===== src/rtl/m_fetch_unit_pkg.sv =====
// Shared definitions for the instruction fetch unit: FSM state encoding
// and the default instruction word driven when nothing valid is held.
package m_fetch_unit_pkg;

    typedef enum logic [1:0] {
        ST_IDLE = 2'd0,
        ST_REQ  = 2'd1,
        ST_HOLD = 2'd2,
        ST_DROP = 2'd3
    } fetch_state_e;

    localparam logic [31:0] NOP_DEFAULT = 32'h0000_0000;

endpackage : m_fetch_unit_pkg


===== src/rtl/m_fetch_unit.sv =====
// Single-outstanding-request instruction fetch unit.
// Samples the PC in IDLE, issues one word-aligned memory read, holds the
// returned instruction for decode and tracks flushes that arrive while a
// read is still in flight (DROP waits for the orphaned response).
// Optional feature macro: FETCH_MISALIGN_EXC_EN -- a misaligned PC skips the
// memory read and presents a NOP with fetch_exc raised instead.
module m_fetch_unit
    import m_fetch_unit_pkg::*;
#(
    parameter logic [31:0] NOP_INSTR = NOP_DEFAULT,
    parameter int          ADDR_W    = 32
) (
    input  logic              clk,
    input  logic              reset,
    input  logic [ADDR_W-1:0] pc_in,
    output logic              pc_stall_o,
    input  logic              flush,
    output logic              mem_req,
    output logic [ADDR_W-1:0] mem_addr,
    input  logic              mem_ack,
    input  logic [31:0]       mem_rdata,
    output logic              instr_valid,
    output logic [31:0]       instr_out,
    output logic [ADDR_W-1:0] instr_pc,
    input  logic              dec_ready,
    output logic              fetch_exc
);

    // Clears the two byte-offset bits so every read is word aligned.
    localparam logic [ADDR_W-1:0] ALIGN_MASK = ~ADDR_W'(3);

    fetch_state_e      state_q;
    logic [ADDR_W-1:0] addr_q;
    logic [31:0]       instr_q;
    logic [ADDR_W-1:0] instr_pc_q;
    logic              exc_q;

    // Fetch FSM: instruction/PC/exception registers only change on state
    // transitions, so they stay stable for the whole HOLD period.
    always_ff @(posedge clk) begin
        if (reset) begin
            state_q    <= ST_IDLE;
            addr_q     <= '0;
            instr_q    <= NOP_INSTR;
            instr_pc_q <= '0;
            exc_q      <= 1'b0;
        end else begin
            case (state_q)
                ST_IDLE: begin
                    if (!flush) begin
`ifdef FETCH_MISALIGN_EXC_EN
                        if (pc_in[1:0] != 2'b00) begin
                            state_q    <= ST_HOLD;
                            instr_q    <= NOP_INSTR;
                            instr_pc_q <= pc_in;
                            exc_q      <= 1'b1;
                        end else
`endif
                        begin
                            addr_q  <= pc_in & ALIGN_MASK;
                            state_q <= ST_REQ;
                        end
                    end
                end
                ST_REQ: begin
                    if (mem_ack) begin
                        if (flush) begin
                            state_q <= ST_IDLE;
                        end else begin
                            state_q    <= ST_HOLD;
                            instr_q    <= mem_rdata;
                            instr_pc_q <= addr_q;
                            exc_q      <= 1'b0;
                        end
                    end else if (flush) begin
                        state_q <= ST_DROP;
                    end
                end
                ST_DROP: begin
                    // Request stays up until the abandoned response returns.
                    if (mem_ack) begin
                        state_q <= ST_IDLE;
                    end
                end
                ST_HOLD: begin
                    if (dec_ready || flush) begin
                        state_q <= ST_IDLE;
                        instr_q <= NOP_INSTR;
                        exc_q   <= 1'b0;
                    end
                end
                default: state_q <= ST_IDLE;
            endcase
        end
    end

    // Output decode: all outputs except the PC stall come straight from registers.
    always_comb begin
        mem_req     = (state_q == ST_REQ) || (state_q == ST_DROP);
        mem_addr    = addr_q & ALIGN_MASK;
        instr_valid = (state_q == ST_HOLD);
        instr_out   = instr_q;
        instr_pc    = instr_pc_q;
        fetch_exc   = exc_q;
        pc_stall_o  = ((state_q != ST_HOLD) || !dec_ready) && !flush;
    end

endmodule : m_fetch_unit


===== config.mk =====
export PLATFORM = sky130hd
export DESIGN_NAME = m_fetch_unit
export DESIGN_NICKNAME = d
export VERILOG_FILES = /design/src/rtl/m_fetch_unit_pkg.sv /design/src/rtl/m_fetch_unit.sv
export SDC_FILE = /design/constraint.sdc
export NUM_CORES = 1
export LEC_CHECK = 0
export CAP_MARGIN = 20
export CORE_UTILIZATION = 44
export CTS_CLUSTER_DIAMETER = 50
export DETAILED_ROUTE_END_ITERATION = 8
export PLACE_DENSITY = 0.94
export SYNTH_ARGS = -nofsm -noshare
export SYNTH_HDL_FRONTEND = slang
export SYNTH_SLANG_ARGS = --single-unit

===== constraint.sdc =====
create_clock -name clk -period 3.4 [get_ports clk]
set_input_delay 0.68 -clock clk [delete_from_list [all_inputs] [get_ports clk]]
set_output_delay 0.68 -clock clk [all_outputs]
set_load 0.01 [all_outputs]

==> results_dict.tcl, run 1 <==
set metrics [dict create \
    crit_top_cell "clkdlybuf4s50_1" \
    num_vias 3518 \
    min_path_type "register to register" \
    post-route-drc-count 0 \
    die_h_um 91.71 \
    cts_buffer_depth 2 \
    drive_gt1_share_pct 5.026 \
    drt-met1-wl_um 3914 \
    wl_met2_um 4787 \
    place_hpwl_um 6677 \
    ant_nets 0 \
    clk_pin_slew_ns 0.09 \
    grt-ovfl-total 0 \
    startpoint "flush" \
    drtIter0Drc 141 \
    syn_area_sq_um 3541 \
    final_cell_area_sq_um 5329 \
    die_x_um 91.71 \
    grt_pass1_vias 3311 \
    worst_pin_slew_ns 0.7908 \
    cts_resized 0 \
    finalPower_mw 2.121 \
    fin_cells 679 \
    syn_to_final_growth_pct 50.49 \
    min_period_ns 2.658 \
    endpoint_kind "output port" \
    wire_per_inst_um 14.29 \
    post_cts_buffers 0 \
    rsz0062_at_grt "false" \
    cp.required_ns 2.72 \
    syn_area_per_cell_sq_um 8.140 \
    drv_cap 0 \
    path_cells "clkdlybuf4s50_1 > a21oi_1 > clkdlybuf4s50_1" \
    ys_warn_count 0 \
    cts-root-buf "clkbuf_8" \
    place.gp.congestion 0.8038 \
    finalMaxSlewViolations 0 \
    cts_hold_buf 0 \
    path_class "input pin to output port" \
    fin_hold_ws_ns 0.4596 \
    synthDistinctLibCells 20 \
    grt_pass1_wl_um 15880 \
    design.core.area_sq_um 7767 \
    hold_viol 0 \
    ys_ff_latch 94 \
    r2r-start "state_q[0]" \
    dp_slack_ns 0.7250 \
    min_period_over_period_pct 78.17 \
    firstDrtPassIters 4 \
    power.density_nw_per_um2 398.0 \
    min_from "instr_pc[27]" \
    peakVddDrop_mv 0.3329 \
    slowest_delay_ns 0.56 \
    ys_seq_area_share_pct 53.14 \
    start_util_pct 45.59 \
    row_count 32 \
    dpl.cell_count 662 \
    place_area_sq_um 5139 \
    p_leak_nw 1.790 \
    cp_slowest_cell "clkdlybuf4s50_1" \
    maxSlewHeadroom_pct 47.28 \
    viasPerCell 5.181 \
    top_layer_used "met4" \
    status "completed" \
    critical-path-top-delay-family "buffers and inverters" \
    worst_setup_path_start_kind "input pin" \
    skew_ns 0.01170 \
    fin_ws_ns 0.7423 \
    setup_viol 0 \
    clkLatencyLatePin_ns 0.34 \
    worstPathArrival_ns 1.98 \
    antennaDiodeCount 0 \
    fmax_ghz 0.3763 \
    path_max_fanout 9 \
    num_io_pins 169 \
    cts_tree "yes" \
    numClockSinks 94 \
    port_buffers 161 \
    fin_util_pct 68.61 \
    cts_max_level 3 \
    tns_ns 0 \
    cts_made_buffers 9 \
    route.met3.wl_um 777 \
    totalWireLength_um 9700 \
    grtUsageTotal_pct 23.21 \
    grt_max_degree 65 \
    num-nets-final 641 \
    synth_cells 435 \
    path_buf_inv 2 \
    die_area_sq_um 8410 \
    antenna_found_initial 0 \
]
## flip-flops by register name (all words and copies together), names as in the netlist
signal     count
addr_q        30
instr_out     32
instr_pc      30
state_q        2
## power by group
| group | switching (mW) | internal, mW | total, mW | leakage (nW) |
|---|---|---|---|---|
| combinational | 0.138 | 0.163 | 0.301 | 0.940 |
| clock | 0.386 | 0.272 | 0.657 | 0.0868 |
| sequential | 0.0266 | 1.14 | 1.16 | 0.763 |
## cell usage after synthesis, drive strengths merged
master / count / area, sq um
a21oi: 94 / 470.5
and4bb: 1 / 12.51
buf: 28 / 170.2
clkbuf: 19 / 72.56
conb: 1 / 3.750
dfxtp: 94 / 1882
inv: 1 / 3.750
nand2: 120 / 450.4
nand2b: 1 / 6.260
nand3: 32 / 160.2
nand4bb: 1 / 11.26
nor2: 3 / 11.26
nor2b: 2 / 12.51
nor3: 2 / 10.01
nor3b: 1 / 7.510
o211ai: 32 / 240.2
o21ai: 2 / 10.01
or3: 1 / 6.260
## worst paths after layout
| path | to | slack [ns] | depth (start not counted) |
|---|---|---|---|
| max | pc_stall_o | 0.74 | 3 |
| min reg2reg | instr_pc[27] | 0.46 | 2 |
| min | instr_pc[27] | 0.46 | 2 |
| max reg2reg | instr_pc[7] | 1.64 | 4 |
## area by class of cell
type | count | area (sq um)
Inverter | 1 | 3.754
Tap cell | 102 | 127.6
Clock buffer | 10 | 127.6
Sequential cell | 94 | 1882
Multi-Input combinational cell | 297 | 1454
Clock inverter | 6 | 47.55
Timing Repair Buffer | 169 | 1687
Fill cell | 611 | 2439
## cells by family after synthesis
logic type / count (synthesis) / synth area share, %
buffers and inverters: 48 / 6.961
AOI/OAI and AO/OA: 128 / 20.35
DFF: 94 / 53.14
other: 1 / 0.1059
and+or+nand+nor: 164 / 19.43
## worst register-to-register path: cells and delay by family (launching register included)
kind | cells | cell delay (ns)
AO/OA/AOI/OAI | 1 | 0.07
buffers and inverters | 1 | 0.43
flip-flops | 1 | 0.53
AND/OR/NAND/NOR | 2 | 0.60
## cell usage in the layout, fill, tap and decap left out, drive strengths merged
master,count
or3,1
o21ai,2
nor3b,1
nand3,32
and4bb,1
nand2,120
dfxtp,94
nor3,2
clkinv,4
buf,9
o211ai,32
nand2b,1
clkdlybuf4s50,160
clkinvlp,1
nand4bb,1
nor2,3
inv,2
a21oi,94
clkbuf,10
conb,5
nor2b,2
## routing by layer
layer  up-vias  global-route usage, %
met4         0                  8.333
met3        22                  6.136
met5         -                      0
met2       140                  40.79
met1      1617                  27.18
li1       1739                      -
Power figures use the tool's default switching activity.
==> run 2: changes to the inputs <==
Settings changed: CORE_UTILIZATION 44 to 41, PLACE_DENSITY 0.94 to 0.88.
Clock period 3.4 ns to 2.65 ns, I/O delays scaled along.
==> results_dict.tcl, run 2 (synthesized netlist as in run 1, its figures left out) <==
set metrics [dict create \
    die_x_um 94.93 \
    num-nets-final 644 \
    num_vias 3522 \
    tns_ns 0 \
    start_util_pct 42.67 \
    firstDrtPassIters 4 \
    p_comb_share_pct 13.5 \
    startpoint "state_q[0]" \
    min_period_over_period_pct 87.74 \
    die_h_um 94.93 \
    peakVddDrop_mv 0.3393 \
    post-route-drc-count 0 \
    p_int_mw 2.225 \
    power_frac_seq_pct 51.6 \
    num_io_pins 169 \
    maxSlewHeadroom_pct 59.58 \
    cts_resized 0 \
    totalWireLength_um 9813 \
    finalMaxSlewViolations 0 \
    drive_gt1_share_pct 5.181 \
    setup_viol 0 \
    r2r_cells 4 \
    power.share.clock_pct 34.9 \
    cts_buffer_depth 2 \
    status "completed" \
    worst_setup_path_start_kind "register" \
    antenna_found_initial 0 \
    multi_input_area_sq_um 1454 \
    cts_tree "yes" \
    grt_max_degree 95 \
    skew_ns 0.01057 \
    cts_made_buffers 9 \
    fmax_ghz 0.4301 \
    hold_depth 2 \
    slowest_delay_ns 0.56 \
    numClockSinks 94 \
    rsz0062_at_grt "false" \
    place.gp.congestion 0.7427 \
    nFillCells 712 \
    design.core.area_sq_um 8299 \
    largest_register_ffs 32 \
    final_cell_mix "clkdlybuf4s50_1, nand2_1, a21oi_1, dfxtp_1" \
    min_path_type "register to register" \
    ant_nets 0 \
    place_area_sq_um 5185 \
    antennaDiodeCount 0 \
    grt_pass1_vias 3344 \
    r2r-start "state_q[0]" \
    grtUsageTotal_pct 21.55 \
    path_cells "nand2b_2 > inv_1 > a21oi_1 > clkdlybuf4s50_1" \
    p_leak_nw 1.827 \
    place_hpwl_um 6719 \
    endpoint_kind "output port" \
    drtIter0Drc 122 \
    worstPathArrival_ns 1.79 \
    path_max_fanout 9 \
    path_class "register to output port" \
    grt-ovfl-total 0 \
    grt_pass1_wl_um 15350 \
    min_period_ns 2.325 \
    cts_max_level 3 \
    min_from "instr_pc[31]" \
    clkLatencyLatePin_ns 0.34 \
    die_area_sq_um 9012 \
    register_area_sq_um 1882 \
    cts-root-buf "clkbuf_8" \
    hold_viol 0 \
    clk_pin_slew_ns 0.09 \
    final_common_cell "clkdlybuf4s50_1" \
    power.density_nw_per_um2 535.8 \
    cp_slowest_cell "clkdlybuf4s50_1" \
    worst_pin_slew_ns 0.6063 \
    drv_cap 0 \
    wire_per_inst_um 14.35 \
    switching_power_mw 0.6675 \
    post_cts_buffers 0 \
    viasPerCell 5.149 \
    row_count 33 \
    swShare_pct 23.08 \
    final_cell_area_sq_um 5399 \
    cts_hold_buf 0 \
    port_buffers 161 \
    syn_to_final_growth_pct 52.47 \
    cp.required_ns 2.12 \
]
-- run 2: cell count changes in the layout (fill, tap and decap cells not counted), sizes merged --
cell      change
buf           +3
bufinv        +2
clkbuf        +2
clkinv        -3
clkinvlp      -1
inv           -1
-- run 2: path summary, 6_finish.rpt --
check | to | slack (ns)
worst max-delay path | pc_stall_o | 0.33
worst min-delay path | instr_pc[31] | 0.45
worst max register to register | instr_out[10] | 1.00
worst min register to register | instr_pc[31] | 0.45
-- run 2: metal layers --
layer  vias to the layer above  share of wire, %  track usage (%)
li1                       1741                 -                -
met1                      1628                41            25.21
met2                       135                49            37.05
met3                        18               8.5            6.280
met4                         0               1.8            8.081
met5                         -                 0                0
-- run 2: layout make-up --
| type | instances | area share, % |
|---|---|---|
| Sequential cell | 94 | 34.86 |
| Timing Repair Buffer | 172 | 31.75 |
| Multi-Input combinational cell | 297 | 26.93 |
| Clock buffer | 12 | 2.688 |
| Tap cell | 105 | 2.433 |
| Clock inverter | 3 | 1.275 |
| Inverter | 1 | 0.06952 |
-- run 2: critical path, delay by kind of cell, from the launching register on --
family	cells	cell delay, ns
buf+inv	2	0.61
flops	1	0.51
simple gates	1	0.20
compound gates	1	0.14
-- run 2: through the flow --
step           util, %  total power, mW  hold WS, ns  instances  setup WS [ns]
2_1_floorplan        -            1.686       0.4805        439         0.9050
3_3_place_gp     62.48            1.904       0.4408        669         0.4265
3_5_place_dp     62.48            1.915       0.4483        669         0.3624
4_1_cts          65.05            2.923       0.4572        684         0.3038
5_1_grt          65.05            3.012       0.4796        684         0.1497
6_report         65.05            2.893       0.4542        684         0.3250
-- run 2: power by group through the flow --
| stage | logic [mW] | clock network (mW) | registers (mW) |
|---|---|---|---|
| floorplan | 0.146 | 0 | 1.54 |
| global placement | 0.382 | 0 | 1.52 |
| detailed placement | 0.390 | 0 | 1.53 |
| CTS | 0.392 | 1.04 | 1.49 |
| global route | 0.422 | 1.09 | 1.50 |
| finish | 0.390 | 1.01 | 1.49 |
